**src/rtl/clk_div_monitor.sv**
```systemverilog
// clk_div_monitor: measures period/high time of a slow clock in the iclk domain,
// checks each period against a window, and reports lock, stuck and sticky errors.
module clk_div_monitor #(
  parameter int CNT_W    = 8,
  parameter int PER_MIN  = 3,
  parameter int PER_MAX  = 3,
  parameter int TIMEOUT  = 16,
  parameter int LOCK_CNT = 4
) (
  input  logic             iclk,
  input  logic             rstn,
  input  logic             clk_mon,
  input  logic             enable,
  input  logic             clr_err,
  output logic [CNT_W-1:0] period,
  output logic [CNT_W-1:0] high_time,
  output logic             meas_valid,
  output logic             lock,
  output logic             stuck,
  output logic             err_sticky
);
  localparam logic [1:0] IDLE      = 2'd0;
  localparam logic [1:0] WAIT_EDGE = 2'd1;
  localparam logic [1:0] MEASURE   = 2'd2;
  localparam logic [1:0] LOCKED    = 2'd3;
  localparam int TO_W = $clog2(TIMEOUT + 1);
  localparam int GD_W = $clog2(LOCK_CNT + 1);
  localparam logic [CNT_W-1:0] CNT_MAX   = '1;
  localparam logic [CNT_W-1:0] MIN_C     = CNT_W'(PER_MIN);
  localparam logic [CNT_W-1:0] MAX_C     = CNT_W'(PER_MAX);
  localparam logic [TO_W-1:0]  TO_LAST   = TO_W'(TIMEOUT - 1);
  localparam logic [GD_W-1:0]  GOOD_LAST = GD_W'(LOCK_CNT - 1);

  logic [2:0]       r_sync;
  logic [1:0]       r_state;
  logic [CNT_W-1:0] r_per_cnt;
  logic [CNT_W-1:0] r_high_cnt;
  logic             r_fall_seen;
  logic [TO_W-1:0]  r_to_cnt;
  logic [GD_W-1:0]  r_good;
  logic             w_rise;
  logic             w_fall;
  logic             w_run;
  logic             w_good;
  logic             w_bad;

  assign w_rise = r_sync[1] & ~r_sync[2];
  assign w_fall = ~r_sync[1] & r_sync[2];
  assign w_run  = (r_state == MEASURE) || (r_state == LOCKED);
  assign w_good = (r_per_cnt >= MIN_C) && (r_per_cnt <= MAX_C);
  assign w_bad  = enable & w_run & w_rise & ~w_good;

  always_ff @(posedge iclk or negedge rstn)
    if (!rstn) r_sync <= '0;
    else r_sync <= {r_sync[1:0], clk_mon};

  always_ff @(posedge iclk or negedge rstn)
    if (!rstn) begin
      r_state     <= IDLE;
      r_per_cnt   <= '0;
      r_high_cnt  <= '0;
      r_fall_seen <= 1'b0;
      r_to_cnt    <= '0;
      r_good      <= '0;
      period      <= '0;
      high_time   <= '0;
      meas_valid  <= 1'b0;
      lock        <= 1'b0;
      stuck       <= 1'b0;
      err_sticky  <= 1'b0;
    end else begin
      meas_valid <= 1'b0;
      err_sticky <= w_bad | (err_sticky & ~clr_err);
      if (!enable) begin
        r_state     <= IDLE;
        r_per_cnt   <= '0;
        r_high_cnt  <= '0;
        r_fall_seen <= 1'b0;
        r_to_cnt    <= '0;
        r_good      <= '0;
        lock        <= 1'b0;
        stuck       <= 1'b0;
      end else if (r_state == IDLE) begin
        r_state <= WAIT_EDGE;
      end else if (w_rise) begin
        // every rise restarts the counters; only a rise while running closes a period
        r_per_cnt   <= CNT_W'(1);
        r_high_cnt  <= CNT_W'(1);
        r_fall_seen <= 1'b0;
        r_to_cnt    <= '0;
        stuck       <= 1'b0;
        if (!w_run) begin
          r_state <= MEASURE;
        end else begin
          period     <= r_per_cnt;
          high_time  <= r_high_cnt;
          meas_valid <= 1'b1;
          if (!w_good) begin
            r_state <= MEASURE;
            lock    <= 1'b0;
            r_good  <= '0;
          end else if (r_state == MEASURE) begin
            r_good <= r_good + 1'b1;
            if (r_good == GOOD_LAST) begin
              r_state <= LOCKED;
              lock    <= 1'b1;
            end
          end
        end
      end else if (w_run) begin
        r_per_cnt   <= (r_per_cnt == CNT_MAX) ? r_per_cnt : r_per_cnt + 1'b1;
        r_high_cnt  <= (r_fall_seen | w_fall | (r_high_cnt == CNT_MAX)) ? r_high_cnt : r_high_cnt + 1'b1;
        r_fall_seen <= r_fall_seen | w_fall;
        if (r_to_cnt == TO_LAST) begin
          r_state <= WAIT_EDGE;
          stuck   <= 1'b1;
          lock    <= 1'b0;
          r_good  <= '0;
        end else begin
          r_to_cnt <= r_to_cnt + 1'b1;
        end
      end
    end
endmodule

```
**config.mk**
```make
export PLATFORM = sky130hd
export DESIGN_NAME = clk_div_monitor
export DESIGN_NICKNAME = d
export VERILOG_FILES = /design/src/rtl/clk_div_monitor.sv
export SDC_FILE = /design/constraint.sdc
export NUM_CORES = 1
export LEC_CHECK = 0
export CORE_MARGIN = 2
export CORE_UTILIZATION = 45
export DETAILED_ROUTE_END_ITERATION = 16
export HOLD_SLACK_MARGIN = 0.12
export MAX_ROUTING_LAYER = met4
export PLACE_DENSITY = 0.64
export SYNTH_ARGS = -nofsm -noshare
export SYNTH_HDL_FRONTEND = slang
export SYNTH_SLANG_ARGS = --single-unit
export TNS_END_PERCENT = 1
```
**constraint.sdc**
```tcl
create_clock -name iclk -period 2.5 [get_ports iclk]
set_input_delay 0.25 -clock iclk [delete_from_list [all_inputs] [get_ports iclk]]
set_output_delay 0.25 -clock iclk [all_outputs]
set_load 0.02 [all_outputs]
```
### Word-level counts from Yosys, hierarchy flattened

Cells that the tools add are included.

* $lt $le $gt $ge: 2
* multiplexer cells: 54
* reduce and logical (&&, ||, !) cells: 12
* equality and inequality tests: 19
* add/sub/neg operators: 4
* bitwise gates (word level): 14

Operators with widths (number)
* 2-to-1 mux 8 bit: 10
* 2-to-1 mux 5 bit: 5
* 2-to-1 mux 3 bit: 8
* 2-to-1 mux 1 bit: 22
* 2-to-1 mux 2 bit: 9
* adder 8 x 1 -> 8 bit, second input constant: 2
* equality test 8 bit, second input constant: 2
* != test 6 x 4 -> 1 bit, second input constant: 2
* AND reduction 3 bit: 4
* AND reduction 4 bit: 3
* != test 3 bit, second input constant: 3
* >= comparator 8 x 2 -> 1 bit, second input constant: 1
* less-or-equal comparator 8 x 2 -> 1 bit, second input constant: 1
* != test 4 x 1 -> 1 bit, second input constant: 2
* != test 4 x 3 -> 1 bit, second input constant: 2
* AND 1 bit: 6
* != test 3 x 1 -> 1 bit, second input constant: 2
* adder 5 x 1 -> 5 bit, second input constant: 1
* equality test 5 x 4 -> 1 bit, second input constant: 1
* NOT 1 bit: 5
* AND reduction 5 bit: 1
* equality test 2 bit, second input constant: 2
* adder 3 x 1 -> 3 bit, second input constant: 1
* equality test 3 x 2 -> 1 bit, second input constant: 1
* 7 further kinds: 9

* bits of input ports: 5
* word-level logic and storage cells: 118
* register bits: 50
* output and inout bits: 20

### Depth between registers and ports, before layout

* depth in word-level cells: 9
* depth in mapped cells: 7
* mapped depth without buffers: 7

### Worst setup path before layout

Ideal clock, no wire load.

* path kind: flip-flop to flip-flop
* start: register r_per_cnt[0]
* end: register r_per_cnt[5]
* buffers on the path: 1
* setup time: 139 ps
* cell stages (with the launch flop): 8
* path slack: 721 ps
* data required time: 2361 ps
* data arrival time: 1640 ps
* clock period less this slack: 1779 ps
* path through: dfrtp_1 > ha_1 > and3_1 > clkbuf_1 > and4_1 > nor4_1 > xnor2_1 > nor2_1

* word-level cells in the longest chain between the ends: 6
* elaborated cells on any way between the ends: 9
* classes of those cells: add/sub: 1; eq/ne: 2; mux: 5; reduce/logical: 1

Ends and longest elaborated chain
* start, declared: RTL line 36 `logic [CNT_W-1:0] r_per_cnt;`
* start signal, assigned: RTL line 111 `r_per_cnt <= (r_per_cnt == CNT_MAX) ? r_per_cnt : r_per_cnt + 1'b1;`
* adder 8 x 1 -> 8 bit: RTL line 111
* 2-to-1 mux 8 bit: RTL line 111
* 2-to-1 mux 8 bit: RTL line 110 `end else if (w_run) begin`
* 2-to-1 mux 8 bit: RTL line 85 `end else if (w_rise) begin`
* 2-to-1 mux 8 bit: RTL line 83 `end else if (r_state == IDLE) begin`
* 2-to-1 mux 8 bit: RTL line 74 `if (!enable) begin`

Several ways; a longest one is shown, not always the timed one. The select of a mux whose other input is x is not followed.
A chain may end at the register's enable or synchronous reset.

### Worst setup path after layout

* start: register r_sync[2]
* end: register r_high_cnt[1]

* word-level cells in the longest chain between the ends: 5
* elaborated cells on any way between the ends: 11
* classes of those cells: eq/ne: 2; mux: 3; bitwise: 5; reduce/logical: 1

Ends and longest elaborated chain
* start, declared: RTL line 34 `logic [2:0] r_sync;`
* start signal, assigned: RTL line 55 `else r_sync <= {r_sync[1:0], clk_mon};`
* AND 1 bit or NOT 1 bit (tied branches): RTL line 48, 47
* bitwise OR 1 bit or AND 1 bit (tied branches): RTL line 112, 47
* bitwise OR 1 bit or 2-to-1 mux 8 bit (tied branches): RTL line 112, 85
* != test 3 bit (no line) or 2-to-1 mux 8 bit (tied branches)
* AND reduction 3 bit (no line) or 2-to-1 mux 8 bit (tied branches)
* end signal, assigned: RTL line 112 `r_high_cnt <= (r_fall_seen | w_fall | (r_high_cnt == CNT_MAX)) ? r_high_cnt : r_high_cnt + 1'b1;`
* end, declared: RTL line 37 `logic [CNT_W-1:0] r_high_cnt;`

Several ways; a longest one is shown, not always the timed one. The select of a mux whose other input is x is not followed.

==> summary.md <==
| Metric | Value |
|---|---|
| Outcome | completed |
| Clock tree buffer depth | 2 |
| Worst-skew pair later-pin latency | roughly 300 ps |
| Simple-gate share of the synthesized area | between 15 and 20% |
| Layout Nets | about 270 |
| Final ANT Viol Nets | 0 |
| Pwr Density | 525 nW/µm² |
| Commonest non-fill, non-tap cell in the layout | dfrtp_1 |
| Fraction of layout cells with a size suffix above 1 | 9.49% |
| Worst Hold Class | input pin to asynchronous set/reset pin |
| Fmax | approximately 520 MHz |
| EDFF count, synth | 0 |
| Total Die Area | just under 6000 µm² |
| Finished Core Util | 55.2% |
| Chip width | 76.9 µm |
| FILL cells | roughly 480 |
| Combinational fraction of design power | roughly 11% |
| Max H-tree Level | 2 |
| Core Rows | 26 |
| Multiplexer area fraction after synthesis | ~8% |
| Slew margin rel. | 63.5% |
| Post-Syn Area | roughly 2400 µm² |
| Setup TNS | 0 ps |
| Vias | 1770 |
| Post-synthesis cell count | ~220 |
| Sequential share of the synthesized area | a little over half |
| Final hold vios | 0 |
| Post-Synth XOR/XNOR Area | under 10% |
| Final HPWL DP | 3290 µm |
| Post-Route WL | 4680 µm |
| Final Setup Violations | 0 |
| Skew final | between 5 and 6 ps |
| Combinational family with the most area after synthesis | simple AND/OR/NAND/NOR gates |
| Internal power | 1.11 mW |
| Clk slew on worst S/H paths | around 80 ps |
| RSZ-0062 raised after global routing | no |
| Most frequent cells in the layout | 50 x dfrtp_1, 23 x clkdlybuf4s50_1, 14 x nor2_1, 14 x a21oi_1, 13 x o21ai_0 |
| Detail-routed via count per cell | around 5.5 |
| PnR worst setup slack | a little under 600 ps |
| Max Slew Vio Count | 0 |
| Final Cycle Share | 76.8% |
| Core area | 5110 µm² |
| GR Overflow Total | 0 |
| FF+latch count, synth | 50 |
| Die Ht | about 77 µm |
| Multi-input logic area | between 1000 and 1500 µm² |
| Worst r2r src | r_sync[2]$_DFF_PN0_ |
| Adder-Cell Fraction of Synth Area | 3.14% |
| Peak supply drop | 0.207 mV |
| Vias in the first global route | between 1500 and 2000 |
| FF-to-FF setup slack | about 580 ps |
| Switching pwr | around 0.37 mW |
| Synth Area in Compound Gates | approximately 15% |
| Critical path class | flop to flop |
| TritonCTS clock tree | yes |
| Initial Util | a little under half |
| Wire length per cell | about 14 µm |
| Root Driver | clkbuf_8 |
| P&R area growth vs syn | 17.9% |
| Setup crit end kind | flop |
| FF-to-FF path depth | 5 |
| Synth Net Count | about 240 |
| # clock sinks | 50 |
| 1st-pass router iterations | 4 |
| CP startpoint kind | flop |
| Clock share of power | 31.2% |
| Inst Count DP | approximately 320 |
| Crit. Startpoint | r_sync[2]$_DFF_PN0_ |
| GPL Wtd Cong | between 0.8 and 0.9 |
| # DRC | 0 |
| Syn Area/Cell | ~11 µm² |
| Gr usage total | 18.1% |
| WP data required | ~2700 ps |
| Drt initial violations | approximately 120 |
| Final cell count without fillers | approximately 320 |
| Initial antenna violation count | 0 |
| Reg power frac | slightly below 60% |
| Synth cell types | between 40 and 50 |
| Top FF cell, synth | dfrtp_1 |
| CP Max Fanout | 12 |
| Num CTS Buffers | 5 |
| Synth warnings | 0 |
| Leakage power | about 1.3 nW |
| Reg2reg end | r_high_cnt[1]$_DFFE_PN0P_ |
| First-pass GRT wire length | between 8000 and 9000 µm |
| Largest net degree at the start of global routing | 25 |
| # diodes | 0 |
| Setup WS pre-CTS | 510 ps |
| Worst Tran Pin Value | between 500 and 600 ps |
| Switching Fraction | about a quarter |
| FF/Latch Area | between 1000 and 1500 µm² |
| Minimum clock period | between 1500 and 2000 ps |
| MaxCap Viol Count | 0 |
| Asr flop ratio synth | 100% |
| CP arrival | between 2000 and 2500 ps |
| Ports | 25 |
| PortBufs | 24 |
-- registers in the layout, summed over array words and instances (netlist names) --
| register | count |
|---|---|
| meas_valid | 1 |
| r_to_cnt | 5 |
| err_sticky | 1 |
| r_sync | 3 |
| stuck | 1 |
| r_state | 2 |
| r_per_cnt | 8 |
| high_time | 8 |
| period | 8 |
| r_good | 3 |
| r_fall_seen | 1 |
| r_high_cnt | 8 |
| lock | 1 |
-- Yosys cell counts, drive strengths merged, types with 4 or more instances --
cell / count / area share [%]
and3: 4 / 1.0
nand2: 11 / 1.7
nand3: 10 / 2.1
o21ai: 20 / 4.3
clkbuf: 4 / 0.63
nor2: 14 / 2.2
nand4: 5 / 1.3
inv: 8 / 1.3
a21boi: 4 / 1.3
buf: 5 / 1.0
a21oi: 14 / 2.9
and2: 4 / 1.0
or3: 5 / 1.3
dfrtp: 50 / 52
mux2: 15 / 7.1
ha: 6 / 3.1
-- critical path, stage by stage, from the launching register on --
cell	delay, ps
dfrtp_1	420
nand2b_1	430
nand3_1	270
or2_1	290
and2_1	180
a31o_1	220
-- cell families after synthesis --
family / count (synthesis)
AO/OA/AOI/OAI: 58
XOR/XNOR: 4
adder cells (fa/ha/maj): 6
buffers and inverters: 17
flip-flops: 50
multiplexers: 17
AND/OR/NAND/NOR: 72
-- timing repair --
action                    in CTS  in global routing
hold endpoints to repair      50                  0
hold buffers                   1                  0
gates resized for setup        0                  0
buffers inserted               0                  0
-- metrics by stage --
stage / hold WS (ps) / total power, mW / cell area [µm²]
CTS: 288 / 1.50 / 2820
floorplan: -45.6 / 0.960 / 2390
global route: 303 / 1.57 / 2820
global placement: 74.6 / 1.03 / 2730
finish: 293 / 1.48 / 2820
detailed placement: 73.1 / 1.03 / 2730
-- power groups by stage --
stage | Clock, mW | Sequential [mW] | Combinational, mW
2_1_floorplan | 0 | 0.882 | 0.0783
3_3_place_gp | 0 | 0.874 | 0.158
3_5_place_dp | 0 | 0.874 | 0.160
4_1_cts | 0.484 | 0.858 | 0.162
5_1_grt | 0.529 | 0.864 | 0.179
6_report | 0.462 | 0.859 | 0.160
-- layer usage --
metal	part of all wire, %	vias to the layer above	GRT usage, %
met5	0	-	-
met4	1.5	0	6.00
met3	3.7	6	3.65
met2	46	34	27.2
met1	49	849	24.6
li1	-	881	-
-- area by class of cell --
| type | count | area share, % |
|---|---|---|
| sequential | 50 | 44.4 |
| multi-input combinational | 157 | 37.9 |
| timing repair buffer | 32 | 10.6 |
| tap | 70 | 3.11 |
| clock buffer | 6 | 2.93 |
| inverter | 8 | 1.07 |
-- worst max-delay path by stage --
stage,to,slack [ps],cells after the start
floorplan,r_per_cnt[5]$_DFFE_PN0P_,720,7
global placement,r_high_cnt[5]$_DFFE_PN0P_,520,6
detailed placement,r_high_cnt[4]$_DFFE_PN0P_,510,6
CTS,r_high_cnt[1]$_DFFE_PN0P_,610,5
global route,r_high_cnt[1]$_DFFE_PN0P_,470,5
finish,r_high_cnt[1]$_DFFE_PN0P_,580,5
No activity file was read; power rests on OpenSTA's default activity.
